===== config.mk =====
export PLATFORM = sky130hd
export DESIGN_NAME = interrupt_timing_ctrl
export DESIGN_NICKNAME = d
export VERILOG_FILES = /design/src/rtl/interrupt_timing_ctrl.sv
export SDC_FILE = /design/constraint.sdc
export NUM_CORES = 1
export LEC_CHECK = 0
export BUFFER_PORTS_ARGS = -buffer_cell sky130_fd_sc_hd__buf_2
export CORE_AREA = 8 8 57 59
export DETAILED_ROUTE_END_ITERATION = 6
export DIE_AREA = 0 0 65 67
export HOLD_SLACK_MARGIN = 0.15
export PLACE_DENSITY_LB_ADDON = 0.2
export SKIP_CTS_REPAIR_TIMING = 1
export SYNTH_ARGS = -nofsm -noshare
export SYNTH_HDL_FRONTEND = slang
export SYNTH_SLANG_ARGS = --single-unit
export TNS_END_PERCENT = 100

===== constraint.sdc =====
create_clock -name phi2 -period 1.7 [get_ports phi2]
set_input_delay 0.17 -clock phi2 [delete_from_list [all_inputs] [get_ports phi2]]
set_output_delay 0.17 -clock phi2 [all_outputs]
set_load 0.02 [all_outputs]

===== src/rtl/interrupt_timing_ctrl.sv =====
// interrupt_timing_ctrl: T-state sequencer, instruction register and interrupt/reset vector control
module interrupt_timing_ctrl (
  input  logic       phi2,
  input  logic       rst,
  input  logic       RDY,
  input  logic       NMI_n,
  input  logic       IRQ_n,
  input  logic       I_flag,
  input  logic       t_end,
  input  logic [7:0] dataIn,
  output logic [7:0] IR,
  output logic [6:0] tstate,
  output logic       SYNC,
  output logic [1:0] int_type,
  output logic       B,
  output logic       I_set,
  output logic       rw_suppress,
  output logic       O_ADL0,
  output logic       O_ADL1,
  output logic       O_ADL2,
  output logic       t_ovf
);
  logic       nmi_q, nmi_pend, take_int, res_pend;
  logic       seq, nmi_edge, nmi_clr, hijack, vec_cyc;
  logic [1:0] win;
  // Decode of registered state; every output depends only on registers
  always_comb begin
    seq         = IR == 8'h00;
    vec_cyc     = seq & |tstate[6:5];
    nmi_edge    = nmi_q & ~NMI_n;
    nmi_clr     = RDY & seq & tstate[5] & (int_type == 2'b10);
    hijack      = seq & |tstate[4:1] & nmi_pend & (int_type != 2'b11);
    win         = res_pend ? 2'b11 : nmi_pend ? 2'b10 : 2'b01;
    SYNC        = tstate[0];
    I_set       = seq & tstate[5];
    O_ADL0      = ~(seq & tstate[5]);
    O_ADL1      = ~(vec_cyc & (int_type == 2'b11));
    O_ADL2      = ~(vec_cyc & (int_type == 2'b10));
    rw_suppress = seq & (int_type == 2'b11) & |tstate[4:2];
  end
  // NMI edge detector runs regardless of RDY so a pulse during a freeze is not lost; set wins over clear
  always_ff @(posedge phi2) begin
    if (rst) begin
      nmi_q    <= 1'b1;
      nmi_pend <= 1'b0;
    end else begin
      nmi_q    <= NMI_n;
      nmi_pend <= nmi_edge | (nmi_pend & ~nmi_clr);
    end
  end
  // T-state sequencing, opcode/interrupt fetch at T1 and NMI hijack of IRQ/BRK sequences
  always_ff @(posedge phi2) begin
    if (rst) begin
      tstate   <= 7'h01;
      IR       <= 8'h00;
      int_type <= 2'b11;
      B        <= 1'b0;
      take_int <= 1'b1;
      res_pend <= 1'b1;
      t_ovf    <= 1'b0;
    end else begin
      t_ovf <= RDY & tstate[6] & ~t_end;
      if (RDY) begin
        tstate   <= (t_end | tstate[6]) ? 7'h01 : tstate << 1;
        take_int <= t_end ? (nmi_pend | (~IRQ_n & ~I_flag)) : take_int & ~tstate[0];
        if (tstate[0]) begin
          IR       <= take_int ? 8'h00 : dataIn;
          B        <= ~take_int;
          int_type <= take_int ? win : 2'b00;
          res_pend <= res_pend & ~take_int;
        end else if (hijack)
          int_type <= 2'b10;
      end
    end
  end
endmodule


Word level (Yosys, flattened, before mapping). Index checks and enable logic that the tools add are counted.

Bits in registers: 23. Input port bits: 15. Output and inout bits: 25. Logic and storage cells: 59.

Equality and inequality tests: 3. Muxes and demuxes: 8. Bitwise logic cells: 32. Reduce and logical (&&, ||, !) cells: 7.

Operators with widths (number): $and A1 B1 Y1 (19); $mux W2 (5); $not A1 Y1 (10); $logic_not A8 Y1 (1); $mux W8 (1); $mux W7 (1); $eq A2 B2 Y1 const B (2); $reduce_and A2 Y1 (2); $reduce_or A4 Y1 (1); $or A1 B1 Y1 (3); $reduce_or A3 Y1 (1); $ne A2 B2 Y1 const B (1); $reduce_bool A2 Y1 (1); $reduce_or A2 Y1 (1); $mux W1 (1).

Logic depth before layout (Yosys ltp).
Depth in word-level cells: 7. Gate-level depth with buffers: 5. Depth with buffers taken out: 4.

Worst setup path after synthesis. Ideal clock, no wire load.

Kind: reg-to-output. From: register IR[4]. To: output rw_suppress. Arrival time: 1.412 ns. Required time: 1.530 ns. Setup slack: 0.118 ns. Cell stages (with the launch flop): 4. Path buffers: 0. Path through: dfxtp_1 > nor4_4 > and2_4 > nor3b_1.

Cells in the longest elaborated chain, start to end: 3.

Ends and longest elaborated chain: start, declared (RTL line 11) `output logic [7:0] IR,`; start signal, assigned (RTL line 67) `IR <= take_int ? 8'h00 : dataIn;`; $logic_not A8 Y1 (RTL line 28) `seq = IR == 8'h00;`; $and A1 B1 Y1 (2 in series) (RTL line 39) `rw_suppress = seq & (int_type == 2'b11) & |tstate[4:2];`; end, declared (RTL line 17) `output logic rw_suppress,`.

No other way between the ends.

Worst setup path after layout. Same ends and word-level chain as after synthesis.

==> impl_metrics.prom <==
# TYPE chip_impl_metric gauge
chip_impl_metric{name="grt_use_total",unit=""} 0.1217
chip_impl_metric{name="power.static_leakage",unit="nW"} 0.6117
chip_impl_info{name="worst_hold_path_type",value="in2reg"} 1
chip_impl_metric{name="layout-drive-gt1-share",unit=""} 0.3608
chip_impl_metric{name="die_w",unit="um"} 65
chip_impl_metric{name="worstMarginPinSlew",unit="ns"} 0.4372
chip_impl_metric{name="synth_cell_types",unit=""} 27
chip_impl_metric{name="mappedNetlistArea",unit="um2"} 1010
chip_impl_metric{name="clock_path_buffers",unit=""} 2
chip_impl_info{name="clockRootBuffer",value="sky130_fd_sc_hd__clkbuf_4"} 1
chip_impl_metric{name="slew_headroom",unit=""} 0.7081
chip_impl_metric{name="first_global_vias",unit=""} 959
chip_impl_metric{name="drt_first_pass_iters",unit=""} 4
chip_impl_metric{name="routed_wirelength",unit="mm"} 2.526
chip_impl_info{name="tritoncts_clock_tree",value="yes"} 1
chip_impl_metric{name="powerDensity",unit="nW/um2"} 768.2
chip_impl_metric{name="final_cell_area",unit="um2"} 1318
chip_impl_metric{name="io_pins",unit=""} 40
chip_impl_metric{name="max_cap_viol_count",unit=""} 0
chip_impl_info{name="rsz_0062_raised_after_global_routing",value="yes"} 1
chip_impl_metric{name="place_inst",unit=""} 181
chip_impl_metric{name="post_layout_nonfiller_instances",unit=""} 188
chip_impl_metric{name="hpwlAfterDp",unit="mm"} 1.938
chip_impl_info{name="worstSetupPathType",value="reg2out"} 1
chip_impl_info{name="critical_path.endpoint_type",value="primary output"} 1
chip_impl_metric{name="fp.coreArea",unit="um2"} 2365
chip_impl_info{name="synth_area_leaders",value="sky130_fd_sc_hd__dfxtp_1 (46%), sky130_fd_sc_hd__a21oi_1 (7.9%), sky130_fd_sc_hd__nor3b_1 (6.7%)"} 1
chip_impl_metric{name="yosysTopAreaCellShare",unit=""} 0.4560
chip_impl_metric{name="cts_inserted_buffers",unit=""} 3
chip_impl_metric{name="synth_area_per_cell",unit="um2"} 8.780
chip_impl_info{name="status",value="finished clean"} 1
chip_impl_metric{name="synth_seq_area_share",unit=""} 0.4560
chip_impl_metric{name="grt_remaining_overflow",unit=""} 0
chip_impl_metric{name="finalSetupViolCount",unit=""} 0
chip_impl_metric{name="post-route-period-util",unit=""} 0.9879
chip_impl_metric{name="finalHoldViolCount",unit=""} 0
chip_impl_metric{name="finalMaxSlewViolations",unit=""} 0
chip_impl_metric{name="area_growth_syn_to_layout",unit="%"} 30.48
chip_impl_metric{name="finalWeightedCongestion",unit=""} 0.7735
chip_impl_metric{name="critical-path-max-stage-delay",unit="ns"} 0.36
chip_impl_metric{name="timing.critical_path.required",unit="ns"} 1.53
chip_impl_metric{name="antenna_found_initial",unit=""} 0
chip_impl_metric{name="maximum_number_of_pins_on_one_net_before_global_route_repair",unit=""} 26
chip_impl_metric{name="wire_length_of_the_first_global_routing_pass",unit="mm"} 4.243
chip_impl_metric{name="std_cell_rows",unit=""} 18
chip_impl_metric{name="postRouteAntennaNets",unit=""} 0
chip_impl_metric{name="critPathMaxFanout",unit=""} 4
chip_impl_metric{name="period_minus_slack",unit="ns"} 1.680
chip_impl_metric{name="initial_core_util",unit=""} 0.4270
chip_impl_metric{name="vias_per_cell",unit=""} 5.117
chip_impl_metric{name="diodes",unit=""} 0
chip_impl_info{name="critical_path.slowest_cell",value="sky130_fd_sc_hd__dfxtp_1"} 1
chip_impl_metric{name="worst_ir_drop_vdd",unit="mV"} 0.4215
chip_impl_info{name="layout_common_cells",value="sky130_fd_sc_hd__buf_2 (38), sky130_fd_sc_hd__dfxtp_1 (21), sky130_fd_sc_hd__a21oi_1 (16)"} 1
chip_impl_info{name="final_common_cell",value="sky130_fd_sc_hd__buf_2"} 1
chip_impl_metric{name="ctsHtreeMaxLevel",unit=""} 1
chip_impl_metric{name="floorplan.die_area",unit="um2"} 4355
chip_impl_metric{name="fmaxAchievable",unit="MHz"} 595.4
chip_impl_metric{name="port-buffer-count",unit=""} 39
chip_impl_metric{name="postSynthCellCount",unit=""} 115
chip_impl_metric{name="routedWlPerCell",unit="um"} 13.44
chip_impl_info{name="synth_top_cell_by_area",value="sky130_fd_sc_hd__dfxtp_1"} 1
chip_impl_metric{name="dr_vias",unit=""} 962
chip_impl_metric{name="finClkSkew",unit="ns"} 0.004090
chip_impl_metric{name="synth.net_count",unit=""} 130
chip_impl_metric{name="worst_setup_hold_path_clk_slew",unit="ns"} 0.12
chip_impl_metric{name="post_dp_cell_area",unit="um2"} 1242
chip_impl_metric{name="drc",unit=""} 0
chip_impl_info{name="path_cells",value="nor4_4 > and2_4 > nor3b_4 > buf_6"} 1
chip_impl_metric{name="layout_setup_ws",unit="ns"} 0.02049
chip_impl_metric{name="clkLatencyLatePin",unit="ns"} 0.30
chip_impl_metric{name="net_total_in_the_final_layout",unit=""} 174
chip_impl_metric{name="cts.sink_count",unit=""} 23
chip_impl_metric{name="synth.ff_latch_count",unit=""} 23
chip_impl_metric{name="yosys_warnings",unit=""} 0
chip_impl_metric{name="dieHeight",unit="um"} 67
chip_impl_info{name="type_of_origin_of_the_critical_path",value="flop"} 1
chip_impl_metric{name="detailedRoute.firstIterationViolations",unit=""} 40
chip_impl_metric{name="arrival",unit="ns"} 1.51
chip_impl_metric{name="pre_cts_slack",unit="ns"} 0.2956
## kinds of logic after synthesis
logic type,after synthesis,share of synthesized area
buffers and inverters,11,0.04461
AND/OR/NAND/NOR,53,0.3222
AO/OA/AOI/OAI,27,0.1673
flip-flops,23,0.4560
multiplexers,1,0.009914
## metrics by stage
stage,setup TNS [ns],utilization,power [mW],hold slack [ns]
final,0,0.5571,1.012,0.2317
after global placement,0,0.5254,0.7578,0.3741
after global routing,-0.05477,0.5571,1.069,0.2360
after CTS,-0.08680,0.5370,1.017,0.05560
after floorplan,0,-,0.7042,0.2476
after detailed placement,0,0.5254,0.7625,0.3839
## worst max-delay path, delay by kind of cell (launching register included)
family        cells  cell delay, ns
simple gates      3            0.70
flops             1            0.36
buf+inv           1            0.14
## synthesized netlist by cell type (all sizes together)
cell and instances:
a31oi 2, and3b 1, and2 1, mux2i 1, o21bai 1, a211o 1, nor2 14, a21oi 16
and4bb 1, nor4 2, o2111ai 2, o21ai 2, inv 4, nor3b 9, nor3 2, a21o 1
nand3 7, dfxtp 23, o32ai 1, nand2b 7, nor2b 1, clkbuf 6, or2 2, and3 1
nand2 5, buf 1, a32oi 1
## routing by layer
metal | wire length (um) | up-vias | part of all wire | global-route usage
met2 | 1241 | 24 | 0.49 | 0.2099
met3 | 188 | 2 | 0.074 | 0.04866
met1 | 1080 | 447 | 0.43 | 0.1292
li1 | - | 489 | - | -
met5 | 0 | - | 0 | 0
met4 | 15 | 0 | 0.0059 | 0.05177
## sequential cells by signal, indices dropped and copies added, names as in the netlist
name      cells
res_pend      1
take_int      1
B             1
nmi_q         1
t_ovf         1
int_type      2
tstate        7
IR            8
nmi_pend      1
## power breakdown
group	internal [mW]	switching, mW
clock	0.0878	0.160
sequential	0.561	0.0274
combinational	0.0848	0.0915
## worst paths after layout
kind                          from                        to  slack (ns)  cells past startpoint
max             IR[4]$_SDFFE_PP0P_               rw_suppress        0.02                      4
min                          IRQ_n     take_int$_SDFFE_PP1P_        0.23                      4
max reg2reg     IR[4]$_SDFFE_PP0P_  int_type[0]$_SDFFE_PP1P_        0.21                      5
min reg2reg  res_pend$_SDFFE_PP1P_     res_pend$_SDFFE_PP1P_        0.49                      1
## area by class of cell
cell class | instances | area [um2]
Tap cell | 30 | 37.54
Inverter | 4 | 15.01
Clock buffer | 3 | 22.52
Multi-Input combinational cell | 81 | 515.5
Clock inverter | 1 | 5.005
Timing Repair Buffer | 46 | 259.0
Fill cell | 222 | 1047
Sequential cell | 23 | 462.9
(Power assumes the default switching activity.)
